<file path="config.mk">
export PLATFORM = sky130hd
export DESIGN_NAME = booth_div_top_1
export DESIGN_NICKNAME = d
export VERILOG_FILES = /design/src/rtl/booth_div_top_1.sv
export SDC_FILE = /design/constraint.sdc
export NUM_CORES = 1
export LEC_CHECK = 0
export CAP_MARGIN = 0
export CELL_PAD_IN_SITES_DETAIL_PLACEMENT = 0
export CELL_PAD_IN_SITES_GLOBAL_PLACEMENT = 1
export CORE_UTILIZATION = 35
export CTS_CLUSTER_DIAMETER = 50
export DETAILED_ROUTE_END_ITERATION = 7
export PLACE_DENSITY_LB_ADDON = 0.05
export SLEW_MARGIN = 15
export SYNTH_ARGS = -nofsm -noshare
export SYNTH_HDL_FRONTEND = slang
export SYNTH_SLANG_ARGS = --single-unit
</file>
<file path="constraint.sdc">
create_clock -name clk -period 6.1 [get_ports clk]
set_clock_uncertainty 0.1 [all_clocks]
set_input_delay 0.915 -clock clk [delete_from_list [all_inputs] [get_ports clk]]
set_output_delay 0.915 -clock clk [all_outputs]
set_load 0.005 [all_outputs]
</file>
<file path="src/rtl/booth_div_top_1.sv">
// Sequential signed divider: 24-bit dividend / 12-bit divisor, one restoring step per clock
// on operand magnitudes, followed by a sign-fix cycle that also applies div-by-zero/overflow saturation.
module booth_div_top_1 #(
   parameter int DIVIDEND_W = 24,
   parameter int DIVISOR_W  = 12
) (
   input  logic                  clk,
   input  logic                  rst_n,
   input  logic                  en,
   input  logic [DIVIDEND_W-1:0] dividend,
   input  logic [DIVISOR_W-1:0]  divisor,
   output logic [DIVIDEND_W-1:0] quotient,
   output logic [DIVISOR_W-1:0]  remainder,
   output logic                  busy,
   output logic                  result_rdy,
   output logic                  div_zero,
   output logic                  ovf
);
   localparam int CW = $clog2(DIVIDEND_W);
   localparam logic [DIVIDEND_W-1:0] Q_MAX = {1'b0, {(DIVIDEND_W-1){1'b1}}};
   localparam logic [DIVIDEND_W-1:0] Q_MIN = {1'b1, {(DIVIDEND_W-1){1'b0}}};
   localparam logic [CW-1:0]         LAST  = CW'(DIVIDEND_W-1);

   typedef enum logic [1:0] {IDLE, CALC, FIX} state_t;

   state_t                state;
   logic [DIVIDEND_W-1:0] dq;      // dividend magnitude shifting out, quotient bits shifting in
   logic [DIVISOR_W:0]    dvs;
   logic [DIVISOR_W:0]    prem;
   logic [CW-1:0]         cnt;
   logic                  q_neg, d_neg, dz_p, ovf_p;

   logic [DIVIDEND_W-1:0] a_mag;
   logic [DIVISOR_W:0]    b_ext, b_mag;
   logic [DIVISOR_W+1:0]  shifted, trial;

   // |min dividend| wraps to itself, which is the correct unsigned magnitude
   always_comb begin
      a_mag   = dividend[DIVIDEND_W-1] ? -dividend : dividend;
      b_ext   = {divisor[DIVISOR_W-1], divisor};
      b_mag   = divisor[DIVISOR_W-1] ? -b_ext : b_ext;
      shifted = {prem, dq[DIVIDEND_W-1]};
      trial   = shifted - {1'b0, dvs};
   end

   always_ff @(posedge clk or negedge rst_n) begin
      if (!rst_n) begin
         state      <= IDLE;
         dq         <= '0;
         dvs        <= '0;
         prem       <= '0;
         cnt        <= '0;
         q_neg      <= 1'b0;
         d_neg      <= 1'b0;
         dz_p       <= 1'b0;
         ovf_p      <= 1'b0;
         quotient   <= '0;
         remainder  <= '0;
         busy       <= 1'b0;
         result_rdy <= 1'b0;
         div_zero   <= 1'b0;
         ovf        <= 1'b0;
      end else begin
         case (state)
            IDLE: begin
               result_rdy <= 1'b0;
               if (en) begin
                  dq    <= a_mag;
                  dvs   <= b_mag;
                  prem  <= '0;
                  cnt   <= '0;
                  d_neg <= dividend[DIVIDEND_W-1];
                  q_neg <= dividend[DIVIDEND_W-1] ^ divisor[DIVISOR_W-1];
                  dz_p  <= (divisor == '0);
                  ovf_p <= (dividend == Q_MIN) && (divisor == '1);
                  busy  <= 1'b1;
                  state <= CALC;
               end
            end
            CALC: begin
               dq   <= {dq[DIVIDEND_W-2:0], ~trial[DIVISOR_W+1]};
               prem <= trial[DIVISOR_W+1] ? shifted[DIVISOR_W:0] : trial[DIVISOR_W:0];
               cnt  <= cnt + 1'b1;
               if (cnt == LAST) state <= FIX;
            end
            FIX: begin
               if (dz_p) begin
                  quotient  <= d_neg ? Q_MIN : Q_MAX;
                  remainder <= '0;
               end else if (ovf_p) begin
                  quotient  <= Q_MAX;
                  remainder <= '0;
               end else begin
                  quotient  <= q_neg ? -dq : dq;
                  remainder <= d_neg ? -prem[DIVISOR_W-1:0] : prem[DIVISOR_W-1:0];
               end
               div_zero   <= dz_p;
               ovf        <= ovf_p & ~dz_p;
               result_rdy <= 1'b1;
               busy       <= 1'b0;
               state      <= IDLE;
            end
            default: state <= IDLE;
         endcase
      end
   end
endmodule

</file>
==> impl_metrics.env, run 1 <==
export IMPL_clockRootBuffer="clkbuf_16"
export IMPL_powerDensity_nw_per_um2=550
export IMPL_die_h_um=136
export IMPL_r2r_cells=7
export IMPL_cts_buffers=9
export IMPL_drt_wl_total_um=16000
export IMPL_n_antenna_cell=0
export IMPL_max_stage_delay_ps=770
export IMPL_cp_data_required_time_ps=6220
export IMPL_cts_buffer_depth=2
export IMPL_worst_pin_slew_ps=971
export IMPL_synth_fp_nets=764
export IMPL_ios=79
export IMPL_ant_nets=0
export IMPL_area_growth_pct=21.0
export IMPL_r2r_end="prem[10]"
export IMPL_track_usage_pct=18.1
export IMPL_drcViolationCount=0
export IMPL_power_frac_seq_pct=32.6
export IMPL_place_congestion=0.811
export IMPL_vias=5238
export IMPL_clk_pin_slew_ps=70
export IMPL_yosysMostFrequentCell="o21ai_0"
export IMPL_syn_cell_area_um2=6270
export IMPL_layout_nets=823
export IMPL_synthTopCellsByCount="o21ai_0, dfrtp_1, nand2_1"
export IMPL_syn_inst=705
export IMPL_maxCapViolCount=0
export IMPL_p_sw_share_pct=41.7
export IMPL_holdPathStages=2
export IMPL_p_leak_uw=0.00319
export IMPL_synth_area_top_cells="dfrtp_1, o21ai_0, xor2_1"
export IMPL_max_freq_mhz=309
export IMPL_setup_viol=0
export IMPL_power_frac_comb_pct=52.7
export IMPL_slew_viol_final=0
export IMPL_p_sw_uw=1740
export IMPL_path_max_fanout=18
export IMPL_dieWidth_um=136
export IMPL_crit_start="prem[8]"
export IMPL_pwr_share_clk_pct=14.7
export IMPL_r2r_slack_ps=2870
export IMPL_avgSynthCellArea_um2=8.90
export IMPL_overflow=0
export IMPL_cts_tree="yes"
export IMPL_multi_input_area_um2=3520
export IMPL_synthFlopType="dfrtp_1"
export IMPL_start_util_pct=36.0
export IMPL_hold_path_class="reg -> reg"
export IMPL_fillers=1745
export IMPL_postCtsSetupRepairBufs=0
export IMPL_die_area_um2=18500
export IMPL_met3_usage_pct=2.87
export IMPL_coreArea_um2=17400
export IMPL_finalHoldViolCount=0
export IMPL_period_needed_ps=3230
export IMPL_grt_busiest_layer="met1"
export IMPL_instances_no_fill=994
export IMPL_cts_resized=0
export IMPL_fin_crit_sh_pct=53.0
export IMPL_async_flop_share_pct=100
export IMPL_clock_latency_ps=340
export IMPL_dp_hpwl_um=12100
export IMPL_crit_end="prem[10]"
export IMPL_peakVddDrop_mv=0.226
export IMPL_critical_path_class="reg -> reg"
export IMPL_cts_hold_repair_buffers=0
export IMPL_ys_seq_area_share_pct=40.3
export IMPL_grt_max_degree=66
export IMPL_ys_seq_elements=101
export IMPL_synth_top_cell_area_share_pct=40.3
export IMPL_r2r_start="prem[8]"
export IMPL_grt_pass1_vias=4916
export IMPL_cts_sinks=101
export IMPL_yosys_warnings=0
export IMPL_drt_iter0_markers=315
export IMPL_rsz0062_at_grt="false"
export IMPL_antenna_found_initial=0
export IMPL_synth_edff_count=0
export IMPL_firstDrtPassIters=4
export IMPL_htree_levels=3
export IMPL_status="completed"
export IMPL_dp_cells=978
export IMPL_seq_area_um2=2530
export IMPL_endpoint_kind="flip-flop"
export IMPL_gr_usage_met2_pct=25.3
export IMPL_tns_ps=0
export IMPL_portBuffers=78
export IMPL_slew_limit_headroom_pct=35.1
export IMPL_vias_per_cell=5.27
export IMPL_crit_slowest_cell="a211oi_4"
export IMPL_ys_types=63
export IMPL_rows=48
export IMPL_grt_first_pass_wirelength_um=26100
export IMPL_path_cells="ha_1 -> and3_1 -> a211o_1 -> a221o_1 -> a211oi_4 -> nor4b_1 -> a311o_1"
export IMPL_post_drt_wl_per_cell_um=16.1
export IMPL_total_power_uw=4180
export IMPL_worstSetupStartpointType="flip-flop"
export IMPL_synth_largest_area_cell="dfrtp_1"
export IMPL_worstPathArrival_ps=3360
export IMPL_grt_use_met1_pct=28.5
export IMPL_drive_above_1_share_pct=5.07
export IMPL_intPower_uw=2440
placed cells by master, fill, tap and decap left out, types with 12 or more instances in the layout:
cell / n
clkdlybuf4s50_1: 77
nor2_1: 23
dfrtp_1: 101
ha_1: 19
o21ai_0: 114
a21oi_1: 21
xnor2_1: 25
nand2_1: 80
a22oi_1: 19
xor2_1: 43
inv_1: 26
nand3_1: 21
mux2i_1: 12
o31ai_1: 17
per-stage QoR:
step,worst slack [ps],instance area [µm²],hold slack (ps),util (%)
6_report,2870,7590,368,43.6
5_1_grt,2620,7590,407,43.6
4_1_cts,2850,7590,375,43.6
3_5_place_dp,2610,7260,360,41.7
3_3_place_gp,2670,7260,360,41.7
2_1_floorplan,3190,6270,350,-
per-layer routing:
layer	part of all wire [%]	vias to the layer above
li1	-	2681
met1	54	2436
met2	40	112
met3	5.2	9
met5	0	-
met4	0.84	0
final cells by class:
cell class | count | area share [%]
multi-input cells | 540 | 46.3
flip-flops and latches | 101 | 33.3
repair buffers | 86 | 11.0
clock buffers | 14 | 3.87
well taps | 225 | 3.71
inverters | 26 | 1.29
clock inverters | 2 | 0.494
power groups by stage:
stage / sequential (µW) / combinational, µW / clock, µW
finish: 1360 / 2200 / 615
global route: 1420 / 2490 / 652
CTS: 1370 / 2220 / 630
detailed placement: 1380 / 2210 / 0
global placement: 1360 / 2180 / 0
floorplan: 1240 / 1550 / 0
worst min-delay path by stage:
stage               endpoint  slack [ps]    from
global placement         ovf         360     ovf
floorplan             cnt[4]         350  cnt[4]
finish                   ovf         370     ovf
detailed placement       ovf         360     ovf
global route          dvs[8]         410  dvs[8]
CTS                      ovf         380     ovf
cell families after synthesis:
logic type      after synthesis  synth area share [%]
mux                          13                  2.09
fa+ha+maj                    20                  4.11
simple gates                212                  17.2
compound gates              227                  23.0
buf+inv                      64                  3.85
xor+xnor                     68                  9.49
flops                       101                  40.3
critical path: cells and delay by family, from the launching register on:
family / cells / cell delay (ps)
simple gates: 2 / 350
fa+ha+maj: 1 / 380
compound gates: 4 / 1820
flops: 1 / 460
sequential cells by signal (all words and copies together), names as in the netlist, 2 cells and up:
name,cells
state,2
cnt,5
quotient,24
remainder,12
dvs,13
dq,24
prem,13
Note: power is estimated with default switching activity, not from simulation.
==> run 2, diff against run 1 <==
==> constraint.sdc (replaced) <==
create_clock -name clk -period 2.64 [get_ports clk]
set_clock_uncertainty 0.1 [all_clocks]
set_input_delay 0.396 -clock clk [delete_from_list [all_inputs] [get_ports clk]]
set_output_delay 0.396 -clock clk [all_outputs]
set_load 0.005 [all_outputs]
==> run 2 against run 1 <==
  * The flow now finishes with violations (setup timing)
  * Via count up 6.9%
  * Critical endpoint is now prem[11]
  * Sequential share of layout area decreased by 3.5 points
  * Clock-buffer cell count is 2 lower
  * Worst hold slack better by 7.0 ps
==> impl_metrics.env, run 2 (same netlist as run 1, synthesis figures left out) <==
export IMPL_status="complete, but fails checks"
export IMPL_failed_checks="setup timing"
export IMPL_vias=5599
export IMPL_place_congestion=0.820
export IMPL_post_drt_wl_per_cell_um=15.9
export IMPL_fin_crit_sh_pct=101
export IMPL_p_leak_uw=0.00365
export IMPL_cp_data_required_time_ps=2770
export IMPL_clk_pin_slew_ps=70
export IMPL_grt_pass1_vias=5345
export IMPL_finalHoldViolCount=0
export IMPL_r2r_start="prem[8]"
export IMPL_drt_wl_total_um=17200
export IMPL_largest_registers="dq: 24 flops, quotient: 24 flops"
export IMPL_drt_iter0_markers=313
export IMPL_ant_nets=0
export IMPL_timing_hold_ws_ps=375
export IMPL_worstSetupStartpointType="flip-flop"
export IMPL_critical_path_class="reg -> reg"
export IMPL_seq_area_um2=2530
export IMPL_dp_cells=1051
export IMPL_critPathTopFamily="compound AO/OA/AOI/OAI gates"
export IMPL_instances_no_fill=1077
export IMPL_overflow=0
export IMPL_setup_viol=1
export IMPL_ios=79
export IMPL_area_growth_pct=35.1
export IMPL_dp_hpwl_um=13100
export IMPL_hold_path_class="reg -> reg"
export IMPL_worst_pin_slew_ps=912
export IMPL_vias_per_cell=5.20
export IMPL_multi_input_area_um2=3720
export IMPL_clockRootBuffer="clkbuf_16"
export IMPL_cts_sinks=101
export IMPL_path_max_fanout=3
export IMPL_rsz0062_at_grt="true"
export IMPL_firstDrtPassIters=5
export IMPL_min_to="ovf"
export IMPL_start_util_pct=36.0
export IMPL_cts_buffers=9
export IMPL_period_needed_ps=2660
export IMPL_path_buf_inv=2
export IMPL_clock_latency_ps=350
export IMPL_crit_slowest_cell="dfrtp_1"
export IMPL_n_antenna_cell=0
export IMPL_worstPathArrival_ps=2790
export IMPL_track_usage_pct=19.4
export IMPL_layout_commonest_cell="o21ai_0"
export IMPL_endpoint_kind="flip-flop"
export IMPL_rows=48
export IMPL_path_cells="ha_4 -> and3_4 -> a211o_1 -> a221o_1 -> a211oi_4 -> buf_4 -> buf_6 -> nor4b_4 -> a311o_1"
export IMPL_layout_nets=906
export IMPL_slew_viol_final=0
export IMPL_holdPathStages=2
export IMPL_dieWidth_um=136
export IMPL_peakVddDrop_mv=0.434
export IMPL_grt_max_degree=62
export IMPL_max_stage_delay_ps=440
export IMPL_die_area_um2=18500
export IMPL_post_route_util_pct=48.7
export IMPL_portBuffers=78
export IMPL_cts_tree="yes"
export IMPL_fillers=1674
export IMPL_tns_ps=-17.3
export IMPL_grt_first_pass_wirelength_um=28000
export IMPL_r2r_cells=9
export IMPL_cts_buffer_depth=2
export IMPL_drive_above_1_share_pct=17.3
export IMPL_finalWorstSetupSlack_ps=-17.3
export IMPL_slew_limit_headroom_pct=39.2
export IMPL_holdCritStartpoint="ovf"
export IMPL_coreArea_um2=17400
export IMPL_powerDensity_nw_per_um2=1330
export IMPL_htree_levels=3
export IMPL_r2r_end="prem[11]"
export IMPL_antenna_found_initial=0
export IMPL_postPlaceCellArea_um2=7840
export IMPL_final_cell_mix="o21ai_0, dfrtp_1, buf_4, nand2_1, clkdlybuf4s50_1"
export IMPL_drcViolationCount=0
export IMPL_max_freq_mhz=376
export IMPL_die_h_um=136
export IMPL_maxCapViolCount=0
export IMPL_fin_area_um2=8480
export IMPL_r2r_slack_ps=-20
-- run 2: cell types whose count changed in the layout (fill, tap and decap cells not counted), moves of 3 or more --
cell / previous run / this run
buf_6: 0 / 4
o21ai_0: 114 / 108
inv_2: 0 / 3
o21ai_1: 1 / 7
ha_1: 19 / 13
inv_1: 26 / 23
buf_4: 9 / 85
ha_4: 0 / 5
a2111oi_0: 3 / 0
-- run 2: worst max path at each step --
stage | startpoint | end | slack [ps] | depth (start not counted)
3_3_place_gp | dq[23] | prem[12] | -180 | 10
5_1_grt | prem[9] | prem[11] | -50 | 9
4_1_cts | prem[9] | prem[7] | -7 | 8
2_1_floorplan | prem[8] | prem[6] | 20 | 8
3_5_place_dp | dq[23] | prem[12] | -190 | 10
6_report | prem[8] | prem[11] | -20 | 9
-- run 2: per-layer routing --
layer,routed length [µm],global-route usage [%]
met3,561,2.35
met5,0,0
met4,188,5.56
met2,6950,27.0
met1,9470,30.8
-- run 2: repair_timing --
item,4_1_cts,5_1_grt
pin swaps,3,12
gates cloned,0,1
hold endpoints to repair,25,0
hold buffers,1,0
endpoints found under the setup margin,10,18
gates resized for setup,9,35
setup buffers,1,7
-- run 2: area by class of cell --
class                      instances  share of cell area, %
tap                              225                   3.32
sequential                       101                   29.8
timing repair buffer             169                   17.7
multi-input combinational        540                   43.9
inverter                          26                   1.15
clock inverter                     4                  0.915
clock buffer                      12                   3.14
-- run 2: stage by stage --
stage / power (µW) / worst slack (ps)
final: 11300 / -17.3
after detailed placement: 9090 / -190
after CTS: 10800 / -6.82
after global placement: 8920 / -183
after global routing: 12300 / -50.0
after floorplan: 6520 / 19.7
-- run 2: worst register-to-register path, stage by stage (launching register included) --
cell,delay [ps]
dfrtp_1,440
ha_4,240
and3_4,170
a211o_1,330
a221o_1,370
a211oi_4,250
buf_4,150
buf_6,90
nor4b_4,40
a311o_1,360
-- run 2: power by group --
part	internal [µW]	total, µW	switching [µW]
combinational	3550	6780	3240
clock	914	1510	595
sequential	2290	3020	733
total	6750	11300	4560
